$ cat src/rtl/pc_sequencer_pkg.sv
// Shared fetch-stage types and constants for the PC sequencer and CP0 logic.
package pc_sequencer_pkg;

  typedef enum logic [1:0] {
    BOOT = 2'd0,
    RUN  = 2'd1,
    PEND = 2'd2
  } state_e;

  typedef enum logic [1:0] {
    PK_JMP = 2'd0,
    PK_BR  = 2'd1,
    PK_EXC = 2'd2
  } pend_kind_e;

  localparam logic [31:0] RESET_VEC = 32'h0040_0000;
  localparam logic [31:0] EXC_VEC   = 32'h8000_0180;

  // Instruction fetch is word aligned whatever the source of the address.
  function automatic logic [31:0] align_word(input logic [31:0] addr);
    return {addr[31:2], 2'b00};
  endfunction

endpackage

$ cat src/rtl/pc_sequencer_if.sv
// Fetch-control bundle between the PC sequencer and the surrounding pipeline.
interface pc_sequencer_if;
  logic [31:0] pc_cur;
  logic        fetch_stall;
  logic        hazard_stall;
  logic        jmp;
  logic [31:0] jmp_target;
  logic        br_taken;
  logic [31:0] br_target;
  logic        exc_req;
  logic [31:0] exc_pc;
  logic [31:0] next_pc;
  logic        pc_write;
  logic        flush_if;
  logic        flush_id;
  logic [31:0] epc;
  logic        pend_valid;

  modport slave (
    input  pc_cur, fetch_stall, hazard_stall, jmp, jmp_target,
           br_taken, br_target, exc_req, exc_pc,
    output next_pc, pc_write, flush_if, flush_id, epc, pend_valid
  );

  modport master (
    output pc_cur, fetch_stall, hazard_stall, jmp, jmp_target,
           br_taken, br_target, exc_req, exc_pc,
    input  next_pc, pc_write, flush_if, flush_id, epc, pend_valid
  );
endinterface

$ cat src/rtl/pc_sequencer_redirect_mux.sv
// Priority select among exception, branch and jump redirects (exception highest).
module pc_redirect_mux
  import pc_sequencer_pkg::*;
#(
  parameter logic [31:0] EXC_ADDR = 32'h8000_0180
) (
  input  logic        exc_req,
  input  logic        br_taken,
  input  logic [31:0] br_target,
  input  logic        jmp,
  input  logic [31:0] jmp_target,
  output logic        redir_valid,
  output logic [31:0] redir_target,
  output pend_kind_e  redir_kind,
  output logic        redir_flush_if,
  output logic        redir_flush_id
);

  // Lower-priority requests in the same cycle are simply not selected.
  always_comb begin
    redir_valid    = 1'b0;
    redir_target   = 32'h0000_0000;
    redir_kind     = PK_JMP;
    redir_flush_if = 1'b0;
    redir_flush_id = 1'b0;
    if (exc_req) begin
      redir_valid    = 1'b1;
      redir_target   = EXC_ADDR;
      redir_kind     = PK_EXC;
      redir_flush_if = 1'b1;
      redir_flush_id = 1'b1;
    end else if (br_taken) begin
      redir_valid    = 1'b1;
      redir_target   = br_target;
      redir_kind     = PK_BR;
      redir_flush_if = 1'b1;
      redir_flush_id = 1'b1;
    end else if (jmp) begin
      redir_valid    = 1'b1;
      redir_target   = jmp_target;
      redir_kind     = PK_JMP;
      redir_flush_if = 1'b1;
      redir_flush_id = 1'b0;
    end else begin
      redir_valid    = 1'b0;
    end
  end

endmodule

$ cat src/rtl/pc_sequencer.sv
// Fetch-stage PC controller: picks the next PC, drives the PC write enable and
// IF/ID flushes, and holds one redirect while instruction fetch is stalled.
module pc_sequencer #(
  parameter logic [31:0] RESET_VEC = pc_sequencer_pkg::RESET_VEC,
  parameter logic [31:0] EXC_VEC   = pc_sequencer_pkg::EXC_VEC
) (
  input  logic            clk,
  input  logic            reset,
  pc_sequencer_if.slave   bus
);
  import pc_sequencer_pkg::*;

  state_e      state_r, state_s;
  logic        pend_valid_r, pend_valid_s;
  logic [31:0] pend_target_r, pend_target_s;
  pend_kind_e  pend_kind_r, pend_kind_s;
  logic [31:0] epc_r, epc_s;

  logic [31:0] next_pc_raw_s;
  logic        pc_write_s, flush_if_s, flush_id_s;

  logic        redir_valid_s, redir_flush_if_s, redir_flush_id_s;
  logic [31:0] redir_target_s;
  pend_kind_e  redir_kind_s;

  pc_redirect_mux #(.EXC_ADDR(EXC_VEC)) u_redirect_mux (
    .exc_req        (bus.exc_req),
    .br_taken       (bus.br_taken),
    .br_target      (bus.br_target),
    .jmp            (bus.jmp),
    .jmp_target     (bus.jmp_target),
    .redir_valid    (redir_valid_s),
    .redir_target   (redir_target_s),
    .redir_kind     (redir_kind_s),
    .redir_flush_if (redir_flush_if_s),
    .redir_flush_id (redir_flush_id_s)
  );

  // State, redirect buffer and EPC registers.
  always_ff @(posedge clk) begin
    if (reset) begin
      state_r       <= BOOT;
      pend_valid_r  <= 1'b0;
      pend_target_r <= 32'h0000_0000;
      pend_kind_r   <= PK_JMP;
      epc_r         <= 32'h0000_0000;
    end else begin
      state_r       <= state_s;
      pend_valid_r  <= pend_valid_s;
      pend_target_r <= pend_target_s;
      pend_kind_r   <= pend_kind_s;
      epc_r         <= epc_s;
    end
  end

  // Next-state logic and combinational PC-register controls.
  always_comb begin
    state_s       = state_r;
    pend_valid_s  = pend_valid_r;
    pend_target_s = pend_target_r;
    pend_kind_s   = pend_kind_r;
    epc_s         = epc_r;
    next_pc_raw_s = bus.pc_cur + 32'd4;
    pc_write_s    = 1'b0;
    flush_if_s    = 1'b0;
    flush_id_s    = 1'b0;
    case (state_r)
      BOOT: begin
        next_pc_raw_s = RESET_VEC;
        pc_write_s    = 1'b1;
        flush_if_s    = 1'b1;
        flush_id_s    = 1'b1;
        state_s       = RUN;
      end
      RUN: begin
        if (redir_valid_s) begin
          next_pc_raw_s = redir_target_s;
          flush_if_s    = redir_flush_if_s;
          flush_id_s    = redir_flush_id_s;
          if (redir_kind_s == PK_EXC) begin
            epc_s = bus.exc_pc;
          end else begin
            epc_s = epc_r;
          end
          // A redirect overrides a hazard stall, but a fetch stall defers it.
          if (!bus.fetch_stall) begin
            pc_write_s = 1'b1;
          end else begin
            pc_write_s    = 1'b0;
            pend_valid_s  = 1'b1;
            pend_target_s = redir_target_s;
            pend_kind_s   = redir_kind_s;
            state_s       = PEND;
          end
        end else begin
          pc_write_s = ~(bus.fetch_stall | bus.hazard_stall);
        end
      end
      PEND: begin
        flush_if_s = 1'b1;
        if (bus.fetch_stall) begin
          pc_write_s    = 1'b0;
          next_pc_raw_s = pend_target_r;
          // Exceptions always win; a branch only displaces a buffered jump.
          if (redir_valid_s && ((redir_kind_s == PK_EXC) ||
              ((redir_kind_s == PK_BR) && (pend_kind_r != PK_EXC)))) begin
            pend_target_s = redir_target_s;
            pend_kind_s   = redir_kind_s;
            flush_id_s    = redir_flush_id_s;
            if (redir_kind_s == PK_EXC) begin
              epc_s = bus.exc_pc;
            end else begin
              epc_s = epc_r;
            end
          end else begin
            flush_id_s = 1'b0;
          end
        end else begin
          pc_write_s   = 1'b1;
          pend_valid_s = 1'b0;
          state_s      = RUN;
          if (bus.exc_req) begin
            next_pc_raw_s = EXC_VEC;
            flush_id_s    = 1'b1;
            epc_s         = bus.exc_pc;
          end else begin
            next_pc_raw_s = pend_target_r;
            flush_id_s    = 1'b0;
          end
        end
      end
      default: begin
        next_pc_raw_s = RESET_VEC;
        pend_valid_s  = 1'b0;
        state_s       = BOOT;
      end
    endcase
  end

  assign bus.next_pc    = align_word(next_pc_raw_s);
  assign bus.pc_write   = pc_write_s;
  assign bus.flush_if   = flush_if_s;
  assign bus.flush_id   = flush_id_s;
  assign bus.epc        = epc_r;
  assign bus.pend_valid = pend_valid_r;

endmodule

$ cat src/flat_wrapper.sv
// flat-port wrapper written by rule: the top's interface ports become plain ports
module pc_sequencer_flat import pc_sequencer_pkg::*;
#(
  parameter logic [31:0] RESET_VEC = pc_sequencer_pkg::RESET_VEC,
  parameter logic [31:0] EXC_VEC   = pc_sequencer_pkg::EXC_VEC
)
  (clk, reset, bus_pc_cur, bus_fetch_stall, bus_hazard_stall, bus_jmp, bus_jmp_target, bus_br_taken, bus_br_target, bus_exc_req, bus_exc_pc, bus_next_pc, bus_pc_write, bus_flush_if, bus_flush_id, bus_epc, bus_pend_valid);
  pc_sequencer_if bus_i ();
  input  logic clk;
  input  logic reset;
  input wire logic [$bits(bus_i.pc_cur)-1:0] bus_pc_cur;
  input wire logic [$bits(bus_i.fetch_stall)-1:0] bus_fetch_stall;
  input wire logic [$bits(bus_i.hazard_stall)-1:0] bus_hazard_stall;
  input wire logic [$bits(bus_i.jmp)-1:0] bus_jmp;
  input wire logic [$bits(bus_i.jmp_target)-1:0] bus_jmp_target;
  input wire logic [$bits(bus_i.br_taken)-1:0] bus_br_taken;
  input wire logic [$bits(bus_i.br_target)-1:0] bus_br_target;
  input wire logic [$bits(bus_i.exc_req)-1:0] bus_exc_req;
  input wire logic [$bits(bus_i.exc_pc)-1:0] bus_exc_pc;
  output wire logic [$bits(bus_i.next_pc)-1:0] bus_next_pc;
  output wire logic [$bits(bus_i.pc_write)-1:0] bus_pc_write;
  output wire logic [$bits(bus_i.flush_if)-1:0] bus_flush_if;
  output wire logic [$bits(bus_i.flush_id)-1:0] bus_flush_id;
  output wire logic [$bits(bus_i.epc)-1:0] bus_epc;
  output wire logic [$bits(bus_i.pend_valid)-1:0] bus_pend_valid;
  assign bus_i.pc_cur = bus_pc_cur;
  assign bus_i.fetch_stall = bus_fetch_stall;
  assign bus_i.hazard_stall = bus_hazard_stall;
  assign bus_i.jmp = bus_jmp;
  assign bus_i.jmp_target = bus_jmp_target;
  assign bus_i.br_taken = bus_br_taken;
  assign bus_i.br_target = bus_br_target;
  assign bus_i.exc_req = bus_exc_req;
  assign bus_i.exc_pc = bus_exc_pc;
  assign bus_next_pc = bus_i.next_pc;
  assign bus_pc_write = bus_i.pc_write;
  assign bus_flush_if = bus_i.flush_if;
  assign bus_flush_id = bus_i.flush_id;
  assign bus_epc = bus_i.epc;
  assign bus_pend_valid = bus_i.pend_valid;
  pc_sequencer #(.RESET_VEC(RESET_VEC), .EXC_VEC(EXC_VEC)) u_core (.clk(clk), .reset(reset), .bus(bus_i));
endmodule
$ cat config.mk
export PLATFORM = sky130hd
export DESIGN_NAME = pc_sequencer_flat
export DESIGN_NICKNAME = d
export VERILOG_FILES = /design/src/rtl/pc_sequencer_pkg.sv /design/src/rtl/pc_sequencer_if.sv /design/src/rtl/pc_sequencer_redirect_mux.sv /design/src/rtl/pc_sequencer.sv /design/src/flat_wrapper.sv
export SDC_FILE = /design/constraint.sdc
export NUM_CORES = 1
export LEC_CHECK = 0
export ABC_AREA = 1
export BUFFER_PORTS_ARGS = -buffer_cell sky130_fd_sc_hd__buf_2
export CAP_MARGIN = 20
export CORE_ASPECT_RATIO = 1.4
export CORE_MARGIN = 3
export CORE_UTILIZATION = 43
export DETAILED_ROUTE_END_ITERATION = 12
export PLACE_DENSITY = 0.83
export SLEW_MARGIN = 20
export SYNTH_ARGS = -nofsm -noshare
export SYNTH_HDL_FRONTEND = slang
export SYNTH_SLANG_ARGS = --single-unit
export TNS_END_PERCENT = 50
$ cat constraint.sdc
create_clock -name clk -period 1.7 [get_ports clk]
set_clock_uncertainty 0.15 [all_clocks]
set_input_delay 0.34 -clock clk [delete_from_list [all_inputs] [get_ports clk]]
set_output_delay 0.34 -clock clk [all_outputs]
set_load 0.01 [all_outputs]
Word level (Yosys, flattened, before mapping). Index checks and enable logic that the tools add are counted.

Bits in registers: 69. Input port bits: 135. Output and inout bits: 68. Word-level logic and storage cells: 79.

Add/subtract/negate cells: 1. Equal/unequal tests: 12. Mux-type cells: 48. Bitwise operators: 3. Reductions and logical operators: 10.

Operator list (number): 32-bit two-way mux (15); 32-bit case mux with 2 select lines (3); 32-bit by 3-bit adder with 32-bit output, second input constant (1); 1-bit two-way mux (16); 2-bit two-way mux (8); 1-bit case mux with 3 select lines (3); 2-bit != test, second input constant (4); 4-bit AND reduction (2); 2-bit case mux with 3 select lines (1); 5-bit AND reduction (1); 2-bit by 1-bit == test with 1-bit output, second input constant (2); 2-bit == test, second input constant (2); 2-bit by 1-bit != test with 1-bit output, second input constant (2); 2-bit case mux with 2 select lines (1); 3-bit by 2-bit != test with 1-bit output, second input constant (1); 3-bit != test, second input constant (1); 3-bit AND reduction (1); 1-bit logical AND (2); 2-bit logical NOT (1); 1-bit NOT (2); 1-bit case mux with 2 select lines (1); 2-bit nonzero test (1); 2-bit OR reduction (1); 1-bit logical OR (1); 1-bit OR (1).

Logic depth before layout (Yosys ltp).
Depth in word-level cells: 9. Gate-level depth with buffers: 10. Mapped depth without buffers: 10.

Modules after synthesis. From an unflattened synthesis, not the netlist that was laid out.

Cell total of the unflattened synthesis: 850. Area total of the unflattened synthesis: 4895.9 um^2.

By module, submodules not included: pc_sequencer (times used 1, cells an instance 674, area each 4137.7 um^2, seq. area each 1341.3 um^2); pc_redirect_mux (times used 1, cells an instance 176, area each 758.2 um^2, seq. area each 0.0 um^2).

Worst setup path before layout. Ideal clock, no wire load.

Path type: input port to output port. Start: input bus_pc_cur[2]. End: output bus_next_pc[22]. Arrival time: 1.481 ns. Data required time: 1.210 ns. Slack: -0.271 ns. Stages: 8. Path buffers: 0. Cell sequence: ha_1 nand2_1 nor2_2 nand2_1 nor2_2 nand2_1 xor2_1 o21ai_1.

Cells in the longest elaborated chain, start to end: 3.

RTL lines: start: declaration (line flat_wrapper.sv:11) `input wire logic [$bits(bus_i.pc_cur)-1:0] bus_pc_cur;`; 32-bit by 3-bit adder with 32-bit output (line pc_sequencer.sv:63) `next_pc_raw_s = bus.pc_cur + 32'd4;`; 32-bit two-way mux (line pc_sequencer.sv:76) `if (redir_valid_s) begin`; 32-bit case mux with 2 select lines (line pc_sequencer.sv:67) `case (state_r)`; end: declaration (line flat_wrapper.sv:20) `output wire logic [$bits(bus_i.next_pc)-1:0] bus_next_pc;`.

Every way passes these cells.

Final worst setup path.
Start: input bus_exc_req. End: output bus_next_pc[10].

Cells in the longest elaborated chain, start to end: 3. Elaborated cells on any way between the ends: 6. Those cells by class: mux (6).

RTL lines: start: declaration (line flat_wrapper.sv:18) `input wire logic [$bits(bus_i.exc_req)-1:0] bus_exc_req;`; 32-bit two-way mux, or another cell as far along (line pc_sequencer.sv:122) `if (bus.exc_req) begin`; 32-bit two-way mux (on tied branches) (line pc_sequencer.sv:101, pc_sequencer.sv:76); 32-bit case mux with 2 select lines * (line pc_sequencer.sv:67).

Every way passes the cells marked *; elsewhere a longest branch is shown, timed or not.

==> impl_metrics.ini <==
[critical_path]
critPathMaxStageDelay_ns = 0.27
path_cells = buf_2 -> nor2_2 -> buf_4 -> nand2_1 -> nand2_1 -> nand2_1 -> a31oi_2 -> buf_2
end_kind = output pin
arrival_ns = 1.79
worst-path-max-fanout = 11
critPathLaunchType = input pin
crit_start = bus_exc_req
path_common_cell = nand2_1
worstReg2RegStart = u_core.state_r[1]
slowest_stage = a31oi_2
critical_path_class = input pin to output pin
worstPathRequired_ns = 1.21

[clock_network]
clock-sinks = 67
cts_buffers = 9
clk_pin_slew_ns = 0.05
cts_tree = yes
clk_latency_ns = 0.33
htree_levels = 3
clock-root-buffer = clkbuf_16
clk_path_buf_depth = 2

[logic_synthesis]
synth_simple_gate_area_share_pct = 38.4
synth_fa_ha_area_share_pct = 1.42
synth.avg_cell_area_sq_um = 5.90
ys_seq_area_share_pct = 30.5
synthMuxAreaShare_pct = 0
syn-cell-area_sq_mm = 0.00440
synth_edf_count = 0
yosysWarnings = 0
ys_seq_elements = 67
synth-xor-area-share_pct = 1.19
async_reset_ff_share_pct = 0
synth-compound-area-share_pct = 19.4
synth_flop_cell = dfxtp_1
synth_top_family_by_area = simple AND/OR/NAND/NOR gates
synthCells = 746
ys_types = 29

[timing]
slew_violations = 0
rsz0062_at_grt = true
final-setup-viol-count = 65
worst_slack_ns = -0.580
whs_ns = 0.0801
fin_crit_sh_pct = 134
fin_crit_ns = 2.28
fmax_mhz = 439
hold_violations = 0

[grt]
grt_max_degree = 68
grt.overflow.total = 0
grt_pass1_vias = 6344
antenna_found_initial = 0
grt_pass1_wl_um = 30100
grt_usage_pct = 32.6

[place]
pre_cts_slack_ns = -0.445
dpl.hpwl_um = 13600
io_buffers = 194
gp_congestion = 0.943

[floorplanning]
core_area_sq_mm = 0.00995
placementRows = 43
die_area_sq_mm = 0.0115
die_w_um = 91.5
io_pins = 203
die_y_um = 126
start_util_pct = 44.2

[detailed_routing]
ant_nets = 0
vias = 6498
drc = 0
drt_iter0_drc = 604
post_drt_wl_per_cell_um = 17.7
wl_um = 20900
routed_via_density = 5.50
dr.pass1.iters = 7

[final_layout]
syn2layout_area_growth_pct = 76.8
drive_above_1_share_pct = 47.1
n_antenna_cell = 0
final_common_cell = buf_2
num-nets-final = 1183
final_cell_mix = 191 x buf_2, 160 x nand2_1, 147 x nor2_1
fillers = 683

[worst_hold_path]
hold_start = bus_exc_pc[3]
holdCritPathClass = input pin to register

[power]
power_mw = 10.1
powerDensity_mw_per_mm2 = 1300
ir_worst_vdd_mv = 1.26
power_leakage_nw = 3.81

[outcome]
violations = negative setup slack
status = finished with violations

[job]
maxCapViolCount = 0
==> routing by layer <==
layer	vias up	global-route usage [%]	share of wire (%)
li1	3017	-	-
met2	426	57.0	49
met4	0	23.9	7.5
met3	106	6.21	9.2
met5	-	0	0
met1	2949	34.2	34
==> logic make-up after synthesis <==
| group | Yosys count |
|---|---|
| compound gates | 150 |
| other cells | 1 |
| flops | 67 |
| xor+xnor | 6 |
| buf+inv | 96 |
| fa+ha+maj | 5 |
| simple gates | 421 |
==> report_power, final <==
group          switching (mW)  leakage, nW  total (mW)  internal [mW]
Combinational            3.13         3.10        5.70           2.57
Clock                   0.672        0.154        1.98           1.31
Sequential              0.344        0.551        2.46           2.11
==> final timing paths <==
check	endpoint	slack, ns	cells past startpoint
worst max-delay path	bus_next_pc[10]	-0.58	8
worst min-delay path	u_core.bus.epc[3]	0.08	3
worst max register to register	u_core.pend_target_r[22]	-0.57	12
worst min register to register	u_core.bus.pend_valid	0.30	2
==> cells in the mapped netlist (2+ instances only) <==
master	count	share of area [%]
o21ai_1	15	1.7
a21oi_1	37	4.2
o211ai_1	2	0.34
o21ai_0	64	7.3
o21bai_1	3	0.51
buf_2	13	1.5
buf_4	5	0.85
nor2_2	6	0.85
xnor2_1	2	0.40
nor2_1	181	15
nand4_1	3	0.43
a22oi_1	11	1.9
a31oi_1	7	0.99
xor2_1	4	0.80
a32oi_1	8	1.6
nand2_1	170	14
inv_1	51	4.3
nand3_1	58	6.6
clkbuf_1	22	1.9
inv_2	5	0.43
dfxtp_1	67	30
ha_1	5	1.4
==> final cells by class <==
class,instances,area [sq um],area share [%]
Clock inverter,5,77.6,0.996
Inverter,56,258,3.31
Timing Repair Buffer,324,2310,29.7
Sequential cell,67,1350,17.3
Clock buffer,10,239,3.07
Timing Repair inverter,1,11.3,0.145
Multi-Input combinational cell,584,3380,43.4
Tap cell,135,169,2.17
==> repair_timing <==
item / in CTS / in global routing
setup buffers: 10 / 9
hold buffers: 0 / 0
resized for setup: 66 / 132
setup endpoints to repair: 99 / 99
cloned: 5 / 4
pin swaps: 20 / 28
==> critical path, delay by kind of cell <==
family	cells	cell delay [ns]
buffers and inverters	3	0.57
AND/OR/NAND/NOR	4	0.61
AO/OA/AOI/OAI	1	0.27
==> state kept, by name, indices dropped and copies added, names as in the netlist <==
register and cells:
u_core.bus.pend_valid 1, u_core.pend_kind_r 2, u_core.pend_target_r 30, u_core.bus.epc 32, u_core.state_r 2
==> metrics by stage <==
step	std cells	TNS [ns]	util, %	instance area, sq um
3_5_place_dp	1144	-22.19	66.2	6590
4_1_cts	1173	-24.46	73.9	7350
6_report	1182	-29.85	78.2	7780
5_1_grt	1182	-33.51	78.2	7780
2_1_floorplan	747	-0.723	-	4740
3_3_place_gp	1144	-19.57	66.2	6590
Power figures use the tool's default switching activity.
